File: src/rtl/cpu_pkg.sv
// Shared CPU definitions: opcode values, instruction field positions, the fill word,
// and the instruction-memory load FSM states.
package cpu_pkg;

  localparam logic [7:0] OP_FORWARD     = 8'd0;
  localparam logic [7:0] OP_ADD         = 8'd1;
  localparam logic [7:0] OP_SUB         = 8'd2;
  localparam logic [7:0] OP_AND         = 8'd3;
  localparam logic [7:0] OP_OR          = 8'd4;
  localparam logic [7:0] OP_RESERVED_LO = 8'd5;
  localparam logic [7:0] OP_RESERVED_HI = 8'd7;

  localparam int FIELD_W  = 8;
  localparam int OP_LSB   = 24;
  localparam int DEST_LSB = 16;
  localparam int SRC1_LSB = 8;
  localparam int SRC2_LSB = 0;

  // Reserved opcode with all-zero operands: the cpu treats it as a NOP.
  localparam logic [31:0] FILL_WORD_DEFAULT = {OP_RESERVED_HI, 24'h00_0000};

  typedef enum logic [1:0] {
    ST_EMPTY,
    ST_LOADING,
    ST_READY
  } state_t;

  function automatic logic [7:0] opcode_of(input logic [31:0] instr);
    return instr[OP_LSB +: FIELD_W];
  endfunction

endpackage

File: src/rtl/instr_mem_responder_if.sv
// Fetch and program-load signals between the cpu/loader (master) and the
// instruction-memory responder (slave).
interface instr_mem_responder_if #(
  parameter int DEPTH = 16
);
  localparam int ADDR_W = $clog2(DEPTH);

  logic [31:0]     PC;
  logic [31:0]     INSTRUCTION;
  logic            INSTR_VALID;
  logic            MISALIGN;
  logic            LOAD_START;
  logic            LOAD_VALID;
  logic [31:0]     LOAD_DATA;
  logic            LOAD_LAST;
  logic            LOAD_READY;
  logic [ADDR_W:0] PROG_LEN;

  modport master (
    output PC, LOAD_START, LOAD_VALID, LOAD_DATA, LOAD_LAST,
    input  INSTRUCTION, INSTR_VALID, MISALIGN, LOAD_READY, PROG_LEN
  );

  modport slave (
    input  PC, LOAD_START, LOAD_VALID, LOAD_DATA, LOAD_LAST,
    output INSTRUCTION, INSTR_VALID, MISALIGN, LOAD_READY, PROG_LEN
  );

endinterface

File: src/rtl/instr_mem_responder_imem_ram.sv
// DEPTH x 32 program store: one write port and one registered read port.
module imem_ram #(
  parameter int DEPTH  = 16,
  parameter int ADDR_W = $clog2(DEPTH)
) (
  input  logic              clk,
  input  logic              wr_en,
  input  logic [ADDR_W-1:0] wr_addr,
  input  logic [31:0]       wr_data,
  input  logic [ADDR_W-1:0] rd_addr,
  output logic [31:0]       rd_data
);

  logic [31:0] mem [DEPTH];

  // NOTE: the array has no reset so it maps onto RAM; stale words are masked by PROG_LEN upstream.
  always_ff @(posedge clk) begin
    if (wr_en) begin
      mem[wr_addr] <= wr_data;
    end
    rd_data <= mem[rd_addr];
  end

endmodule

File: src/rtl/instr_mem_responder.sv
// Instruction-memory responder: streams a program into imem_ram, then serves
// cpu fetches with one cycle of latency once a complete program is present.
module instr_mem_responder
  import cpu_pkg::*;
#(
  parameter int          DEPTH     = 16,
  parameter logic [31:0] FILL_WORD = FILL_WORD_DEFAULT
) (
  input logic                  CLK,
  input logic                  RESET,
  instr_mem_responder_if.slave bus
);

  localparam int ADDR_W = $clog2(DEPTH);

  state_t            state_q, state_d;
  logic [ADDR_W-1:0] wptr_q, wptr_d;
  logic [ADDR_W:0]   prog_len_q, prog_len_d;
  logic              load_ready;
  logic              accept;
  logic              wr_en;
  logic [ADDR_W-1:0] widx;
  logic              fetch_hit;
  logic              hit_q;
  logic              misalign_q;
  logic [31:0]       ram_rdata;

  assign load_ready = (state_q == ST_LOADING);
  // A word arriving alongside LOAD_START belongs to the discarded program.
  assign accept     = bus.LOAD_VALID && load_ready && !bus.LOAD_START;
  assign widx       = bus.PC[ADDR_W+1:2];

  assign fetch_hit = (state_q == ST_READY)
                  && (bus.PC[1:0] == 2'b00)
                  && ((bus.PC >> (ADDR_W + 2)) == 32'd0)
                  && ({1'b0, widx} < prog_len_q);

  // NOTE: sequential state uses non-blocking assignments so every register samples pre-edge values.
  always_ff @(posedge CLK) begin
    if (RESET) begin
      state_q    <= ST_EMPTY;
      wptr_q     <= '0;
      prog_len_q <= '0;
      hit_q      <= 1'b0;
      misalign_q <= 1'b0;
    end else begin
      state_q    <= state_d;
      wptr_q     <= wptr_d;
      prog_len_q <= prog_len_d;
      hit_q      <= fetch_hit;
      misalign_q <= |bus.PC[1:0];
    end
  end

  // NOTE: every output of this block is defaulted first so no path can infer a latch.
  always_comb begin
    state_d    = state_q;
    wptr_d     = wptr_q;
    prog_len_d = prog_len_q;
    wr_en      = 1'b0;
    unique case (state_q)
      ST_EMPTY, ST_READY: begin
        if (bus.LOAD_START) begin
          state_d    = ST_LOADING;
          wptr_d     = '0;
          prog_len_d = '0;
        end
      end
      ST_LOADING: begin
        if (bus.LOAD_START) begin
          wptr_d = '0;
        end else if (accept) begin
          wr_en  = 1'b1;
          wptr_d = wptr_q + 1'b1;
          if (bus.LOAD_LAST || (wptr_q == ADDR_W'(DEPTH - 1))) begin
            state_d    = ST_READY;
            prog_len_d = {1'b0, wptr_q} + (ADDR_W + 1)'(1);
          end
        end
      end
      default: state_d = ST_EMPTY;
    endcase
  end

  imem_ram #(
    .DEPTH  (DEPTH),
    .ADDR_W (ADDR_W)
  ) u_ram (
    .clk     (CLK),
    .wr_en   (wr_en),
    .wr_addr (wptr_q),
    .wr_data (bus.LOAD_DATA),
    .rd_addr (widx),
    .rd_data (ram_rdata)
  );

  assign bus.INSTRUCTION = hit_q ? ram_rdata : FILL_WORD;
  assign bus.INSTR_VALID = hit_q;
  assign bus.MISALIGN    = misalign_q;
  assign bus.LOAD_READY  = load_ready;
  assign bus.PROG_LEN    = prog_len_q;

endmodule

File: src/flat_wrapper.sv
// flat-port wrapper written by rule: the top's interface ports become plain ports
module instr_mem_responder_flat import cpu_pkg::*;
#(
  parameter int          DEPTH     = 16,
  parameter logic [31:0] FILL_WORD = FILL_WORD_DEFAULT
)
  (CLK, RESET, bus_PC, bus_LOAD_START, bus_LOAD_VALID, bus_LOAD_DATA, bus_LOAD_LAST, bus_INSTRUCTION, bus_INSTR_VALID, bus_MISALIGN, bus_LOAD_READY, bus_PROG_LEN);
  instr_mem_responder_if #(.DEPTH(DEPTH)) bus_i ();
  input logic CLK;
  input logic RESET;
  input wire logic [$bits(bus_i.PC)-1:0] bus_PC;
  input wire logic [$bits(bus_i.LOAD_START)-1:0] bus_LOAD_START;
  input wire logic [$bits(bus_i.LOAD_VALID)-1:0] bus_LOAD_VALID;
  input wire logic [$bits(bus_i.LOAD_DATA)-1:0] bus_LOAD_DATA;
  input wire logic [$bits(bus_i.LOAD_LAST)-1:0] bus_LOAD_LAST;
  output wire logic [$bits(bus_i.INSTRUCTION)-1:0] bus_INSTRUCTION;
  output wire logic [$bits(bus_i.INSTR_VALID)-1:0] bus_INSTR_VALID;
  output wire logic [$bits(bus_i.MISALIGN)-1:0] bus_MISALIGN;
  output wire logic [$bits(bus_i.LOAD_READY)-1:0] bus_LOAD_READY;
  output wire logic [$bits(bus_i.PROG_LEN)-1:0] bus_PROG_LEN;
  assign bus_i.PC = bus_PC;
  assign bus_i.LOAD_START = bus_LOAD_START;
  assign bus_i.LOAD_VALID = bus_LOAD_VALID;
  assign bus_i.LOAD_DATA = bus_LOAD_DATA;
  assign bus_i.LOAD_LAST = bus_LOAD_LAST;
  assign bus_INSTRUCTION = bus_i.INSTRUCTION;
  assign bus_INSTR_VALID = bus_i.INSTR_VALID;
  assign bus_MISALIGN = bus_i.MISALIGN;
  assign bus_LOAD_READY = bus_i.LOAD_READY;
  assign bus_PROG_LEN = bus_i.PROG_LEN;
  instr_mem_responder #(.DEPTH(DEPTH), .FILL_WORD(FILL_WORD)) u_core (.CLK(CLK), .RESET(RESET), .bus(bus_i));
endmodule
File: config.mk
export PLATFORM = sky130hd
export DESIGN_NAME = instr_mem_responder_flat
export DESIGN_NICKNAME = d
export VERILOG_FILES = /design/src/rtl/cpu_pkg.sv /design/src/rtl/instr_mem_responder_if.sv /design/src/rtl/instr_mem_responder_imem_ram.sv /design/src/rtl/instr_mem_responder.sv /design/src/flat_wrapper.sv
export SDC_FILE = /design/constraint.sdc
export NUM_CORES = 1
export LEC_CHECK = 0
export CELL_PAD_IN_SITES_DETAIL_PLACEMENT = 0
export CELL_PAD_IN_SITES_GLOBAL_PLACEMENT = 1
export CORE_MARGIN = 2
export CORE_UTILIZATION = 40
export DETAILED_ROUTE_END_ITERATION = 8
export PLACE_DENSITY = 0.63
export SLEW_MARGIN = 5
export SYNTH_ARGS = -nofsm -noshare
export SYNTH_HDL_FRONTEND = slang
export SYNTH_SLANG_ARGS = --single-unit
File: constraint.sdc
create_clock -name CLK -period 14.2 [get_ports CLK]
set_clock_uncertainty 0.15 [all_clocks]
set_input_delay 3.55 -clock CLK [delete_from_list [all_inputs] [get_ports CLK]]
set_output_delay 3.55 -clock CLK [all_outputs]
set_load 0.02 [all_outputs]
# --- Yosys cells after proc, flatten, opt, wreduce, memory -nomap -nowiden ---
# Memories as Yosys holds them, arrays and structs flattened. A register that Yosys moved wholly into a read port is not among the register bits.
# Cells that the tools add are included.
# W data, S select, Z words.
word_totals:
  regBits: 13
  mem_bits_rw: 512
  in_bits: 69
  out_inout_bits: 40
  wordCells: 53
  n_memories: 1
memory_table:
  columns: ["memory", "depth", "word_bits", "rd", "rd_clocked_by_memory_dff", "wr", "line", "rtl"]
  rows:
  - ["u_core.u_ram.mem", 16, 32, 1, 1, 1, "instr_mem_responder_imem_ram.sv:14", "logic [31:0] mem [DEPTH];"]
classes:
  n_addsub: 2
  order_cmp: 1
  n_eq_ne: 8
  n_mux: 20
  reduce_logical: 16
ops:
  columns: ["op", "n"]
  rows:
  - ["$logic_not A32 Y1", 1]
  - ["$mux W32", 1]
  - ["$mux W5", 4]
  - ["$mux W4", 3]
  - ["$pmux W5 S2", 1]
  - ["$mux W2", 4]
  - ["$ne A2 B2 Y1 const B", 4]
  - ["$pmux W4 S2", 1]
  - ["$add A4 B1 Y5 const B", 1]
  - ["$logic_and A1 B1 Y1", 5]
  - ["$lt A4 B5 Y1", 1]
  - ["$mux W1", 5]
  - ["$reduce_and A5 Y1", 1]
  - ["$add A4 B1 Y4 const B", 1]
  - ["$eq A4 B4 Y1 const B", 1]
  - ["$logic_not A2 Y1", 2]
  - ["$pmux W2 S2", 1]
  - ["$reduce_and A4 Y1", 1]
  - ["$reduce_or A2 Y1", 2]
  - ["$ne A3 B3 Y1 const B", 1]
  - ["$reduce_and A3 Y1", 1]
  - ["$eq A2 B1 Y1 const B", 1]
  - ["$eq A2 B2 Y1 const B", 1]
  - ["$reduce_bool A2 Y1", 1]
  - ["2 further kinds", 2]

# --- Depth between registers and ports, before layout ---
logic_depth:
  word_depth: 8
  mapped_depth: 5
  mapped_depth_nobuf: 5

# --- By module ---
# Synthesis repeated with hierarchy kept, for this count alone.
unflattened:
  hier_cells: 962
  hier_area_um2: 20847.5
by_module_without_submodules:
  columns: ["mod", "instances", "cells_per_inst", "area_each_um2", "seq_area_each_um2"]
  rows:
  - ["imem_ram", 1, 838, 19835.3, 16015.4]
  - ["instr_mem_responder", 1, 124, 1012.2, 260.2]

# --- Worst setup path before layout ---
# No wires, ideal clock.
synth_timing:
  path_kind: "input -> register"
  startpoint: "input bus_LOAD_VALID"
  endpoint: "memory u_core.u_ram.mem[3][0] (enable)"
  arrival_time_ns: 6.314
  setup_slack_ns: 7.275
  stages: 4
  path_buffers: 1
  cell_sequence: "nor4bb_1 buf_2 nand2_1 nor3_1"
synth_via:
  elab_chain_len: 7
synth_rtl:
  columns: ["element", "line", "rtl"]
  rows:
  - ["from (decl)", "flat_wrapper.sv:13", "input wire logic [$bits(bus_i.LOAD_VALID)-1:0] bus_LOAD_VALID;"]
  - ["$logic_and A1 B1 Y1 (2 in series)", "instr_mem_responder.sv:30", "assign accept = bus.LOAD_VALID && load_ready && !bus.LOAD_START;"]
  - ["$mux W1", "instr_mem_responder.sv:72", "end else if (accept) begin"]
  - ["$mux W1", "instr_mem_responder.sv:70", "if (bus.LOAD_START) begin"]
  - ["$mux W1", "instr_mem_responder.sv:61", "unique case (state_q)"]
  - ["$mux W1", "instr_mem_responder_imem_ram.sv:18", "if (wr_en) begin"]
  - ["$mux W1 (implied by the code)", "instr_mem_responder_imem_ram.sv:19", "mem[wr_addr] <= wr_data;"]
  - ["to (decl)", "instr_mem_responder_imem_ram.sv:14", null]
# Every way passes these cells.

# --- Worst setup path in the final report ---
layout_timing:
  startpoint: "register u_core.hit_q, in the netlist u_core.bus.INSTR_VALID"
  endpoint: "output bus_INSTRUCTION[1]"
layout_via:
  elab_chain_len: 1
layout_rtl:
  columns: ["element", "line", "rtl"]
  rows:
  - ["from (decl)", "instr_mem_responder.sv:24", "logic hit_q;"]
  - ["from (signal assigned)", "instr_mem_responder.sv:50", "hit_q <= fetch_hit;"]
  - ["$mux W32", "instr_mem_responder.sv:97", "assign bus.INSTRUCTION = hit_q ? ram_rdata : FILL_WORD;"]
  - ["to (decl)", "flat_wrapper.sv:16", "output wire logic [$bits(bus_i.INSTRUCTION)-1:0] bus_INSTRUCTION;"]
# Every way passes these cells.

==> metrics <==
startpoint class of the critical path flip-flop; TritonCTS clock tree yes; hold-fix buffers at CTS 0; Root Buffer clkbuf_16; hold crit path type flip-flop to flip-flop; sequential cell area fraction in the yosys report 0.783; Area Overhead vs Synth 18.1%; global placer's final weighted congestion 0.712; Port Buffer Count 108; cell area after technology mapping 0.0208 sq mm; count of cell types in the netlist 35; top flip-flop cell by instance count after synthesis edfxtp_1; wire length per cell 25.2 um; number of endpoints failing setup at the final stage 0; DRT antenna net count 0; Detailed Route Iter0 Violations 970; Max Transition Viols Final 0; nets in the synthesized netlist 1039; EDFF count, synth 512; overall fraction of global-route tracks in use 0.177; number of buffers added by the clock tree synthesis step 56; register-to-register setup slack 11.56 ns; setup repair after global routing missed its margin no; met1 demand-to-capacity share in global routing 0.241; maximum resistive drop on vdd 0.0898 mV; area occupied by multi-input gates 0.00438 sq mm; htree depth 2; Sum Neg Setup Slack 0 ns; antenna violations before repair 2; maximum number of pins on one net before global-route repair 69; largest stage delay on the critical path 0.91 ns; #FFs+latches synth 557; total placed cells including tap cells 1725; share of flip-flops with an asynchronous set or reset after synthesis 0; leakage power 7.77 nW; critical path class flip-flop to output port; half-perimeter wire length of the detailed placement result 23.5 mm; Synth Area per Inst 21.6 sq um; Worst Max-Slew Pin Slew 1.05 ns; total congestion overflow after global routing 0; Die X-Extent 232 um; # DRC 0; Max Cap Viol 0; floorplan die area 0.0538 sq mm; Total Routed Length 46.1 mm; Clock Tree Buf Depth 3; cell breakdown of the critical path and2_1 > clkdlybuf4s50_1; count of buffer and inverter cells on the critical path 1; Pre-antenna DRT Iters 5; startpoint of the most critical setup path u_core.bus.INSTR_VALID; number of cell rows 83; Clock Latency Late Sink 0.62 ns; non-filler instance count after layout 1831; boundary pin count 109; total clock sinks 557; met3 track utilization from global routing 0.0297; startpoint of the tightest hold check path u_core.bus.PROG_LEN[0]; required time of the critical path 10.50 ns; critical path peak fanout 33; slowest CP cell dfxtp_2; Crit path max-delay family flip-flops; fraction of the cycle the final worst path needs 0.435; most used cells in the layout excluding fill and tap cells edfxtp_1 (512), mux4_2 (128), clkdlybuf4s50_1 (106), a22oi_1 (65), clkbuf_16 (56); relative slew slack 0.298; starting utilization of the core area 0.405; area of the core region 0.0513 sq mm; most common cell after layout, fill and taps aside edfxtp_1; ratio of routed vias to standard cells 5.41; first-pass GRT wire length 69.0 mm; Reg-to-Reg Start u_core.state_q[0]; Sequential cell area 0.0163 sq mm; critical path endpoint category output port; final net count 1179; post-layout minimum cycle time 6.17 ns; # resized after CTS 0; global route hottest layer met2; gate count after technology mapping 963; met2 Track Usage GR 0.298; Hold Vio Cnt, Final 0; result of the run complete, no violations; number of warnings reported in the yosys synthesis log 0; die height 232 um; share of post-route cells with drive strength above 1 0.226; total power density per cell area 136 mW/mm^2; Filler Cells Inserted 4309; endpoint arrival time on the critical path 2.47 ns; overall via count from detail_route 9897; Fmax 162 MHz; via count of the first global-routing pass 10600; Reg clk slew, reported paths 0.06 ns; post-CTS setup buffer count 0
flip-flops by register name, summed over array words and instances (netlist names):
| register | cells |
|---|---|
| u_core.bus.INSTR_VALID | 1 |
| u_core.u_ram.mem | 512 |
| u_core.u_ram.rd_data | 32 |
| u_core.wptr_q | 4 |
| u_core.state_q | 2 |
| u_core.bus.PROG_LEN | 5 |
| u_core.bus.MISALIGN | 1 |
path summary, 6_finish.rpt:
check,endpoint,cells past startpoint
min reg2reg,u_core.bus.PROG_LEN[0],2
max,bus_INSTRUCTION[1],2
max reg2reg,u_core.u_ram.mem[7][8],5
min,u_core.bus.PROG_LEN[0],2
Yosys cell counts (2+ instances only):
cell type	number	share of area
buf_2	5	0.0012
a211oi_1	2	0.00072
inv_1	8	0.0014
nor2_1	24	0.0043
buf_1	7	0.0013
nand2_1	39	0.0070
mux2i_1	2	0.00096
a22oi_1	65	0.023
mux4_2	128	0.14
nand3_1	3	0.00072
dfxtp_1	45	0.043
ha_1	7	0.0042
or2_2	2	0.00060
a21oi_1	8	0.0019
a21o_1	2	0.00072
nor3_1	6	0.0014
nand4_1	2	0.00060
clkbuf_1	25	0.0045
edfxtp_1	512	0.74
buf_4	13	0.0047
and2_1	31	0.0093
nand2b_1	8	0.0024
nor2b_1	2	0.00060
nor4_1	6	0.0018
cell type report:
type                            count  area share
Sequential cell                   557       0.663
Clock buffer                       78      0.0633
Clock inverter                     27     0.00846
Tap cell                          680      0.0346
Timing Repair Buffer              132      0.0514
Antenna cell                        1    0.000102
Inverter                            8     0.00122
Multi-Input combinational cell    348       0.178
layer usage:
layer	wire, um	share of wire
met3	2180	0.047
met1	19900	0.43
met5	14	0.00030
met2	23200	0.50
met4	845	0.018
where the power goes:
group,internal [mW],switching (mW)
combinational,0.0614,0.0745
sequential,1.80,0.00464
clock,0.801,0.608
total,2.66,0.688
cell families after synthesis:
| kind of cell | count (synthesis) | synth area share |
|---|---|---|
| AOI/OAI and AO/OA | 83 | 0.0294 |
| xor gates and xnor gates | 2 | 0.000843 |
| adders and majority gates | 7 | 0.00421 |
| buffers and inverters | 58 | 0.0131 |
| DFF | 557 | 0.783 |
| muxes | 130 | 0.140 |
| and+or+nand+nor | 126 | 0.0301 |
worst reg2reg max path: cells and delay by family (launching register included):
kind                   cells  cell delay [ns]
AND/OR/NAND/NOR            3             0.94
buffers and inverters      2             0.74
flip-flops                 1             0.43
metrics by stage:
stage	hold WS, ns	cell area, sq um	power [mW]	setup WS [ns]	util
global route	0.424	24600	3.47	7.82	0.479
floorplan	0.350	20800	1.91	7.28	-
global placement	0.371	22800	1.98	7.68	0.444
finish	0.390	24600	3.35	8.03	0.479
detailed placement	0.387	22800	1.98	7.80	0.444
CTS	0.398	24600	3.39	7.82	0.479
No activity file was read; power rests on OpenSTA's default activity.
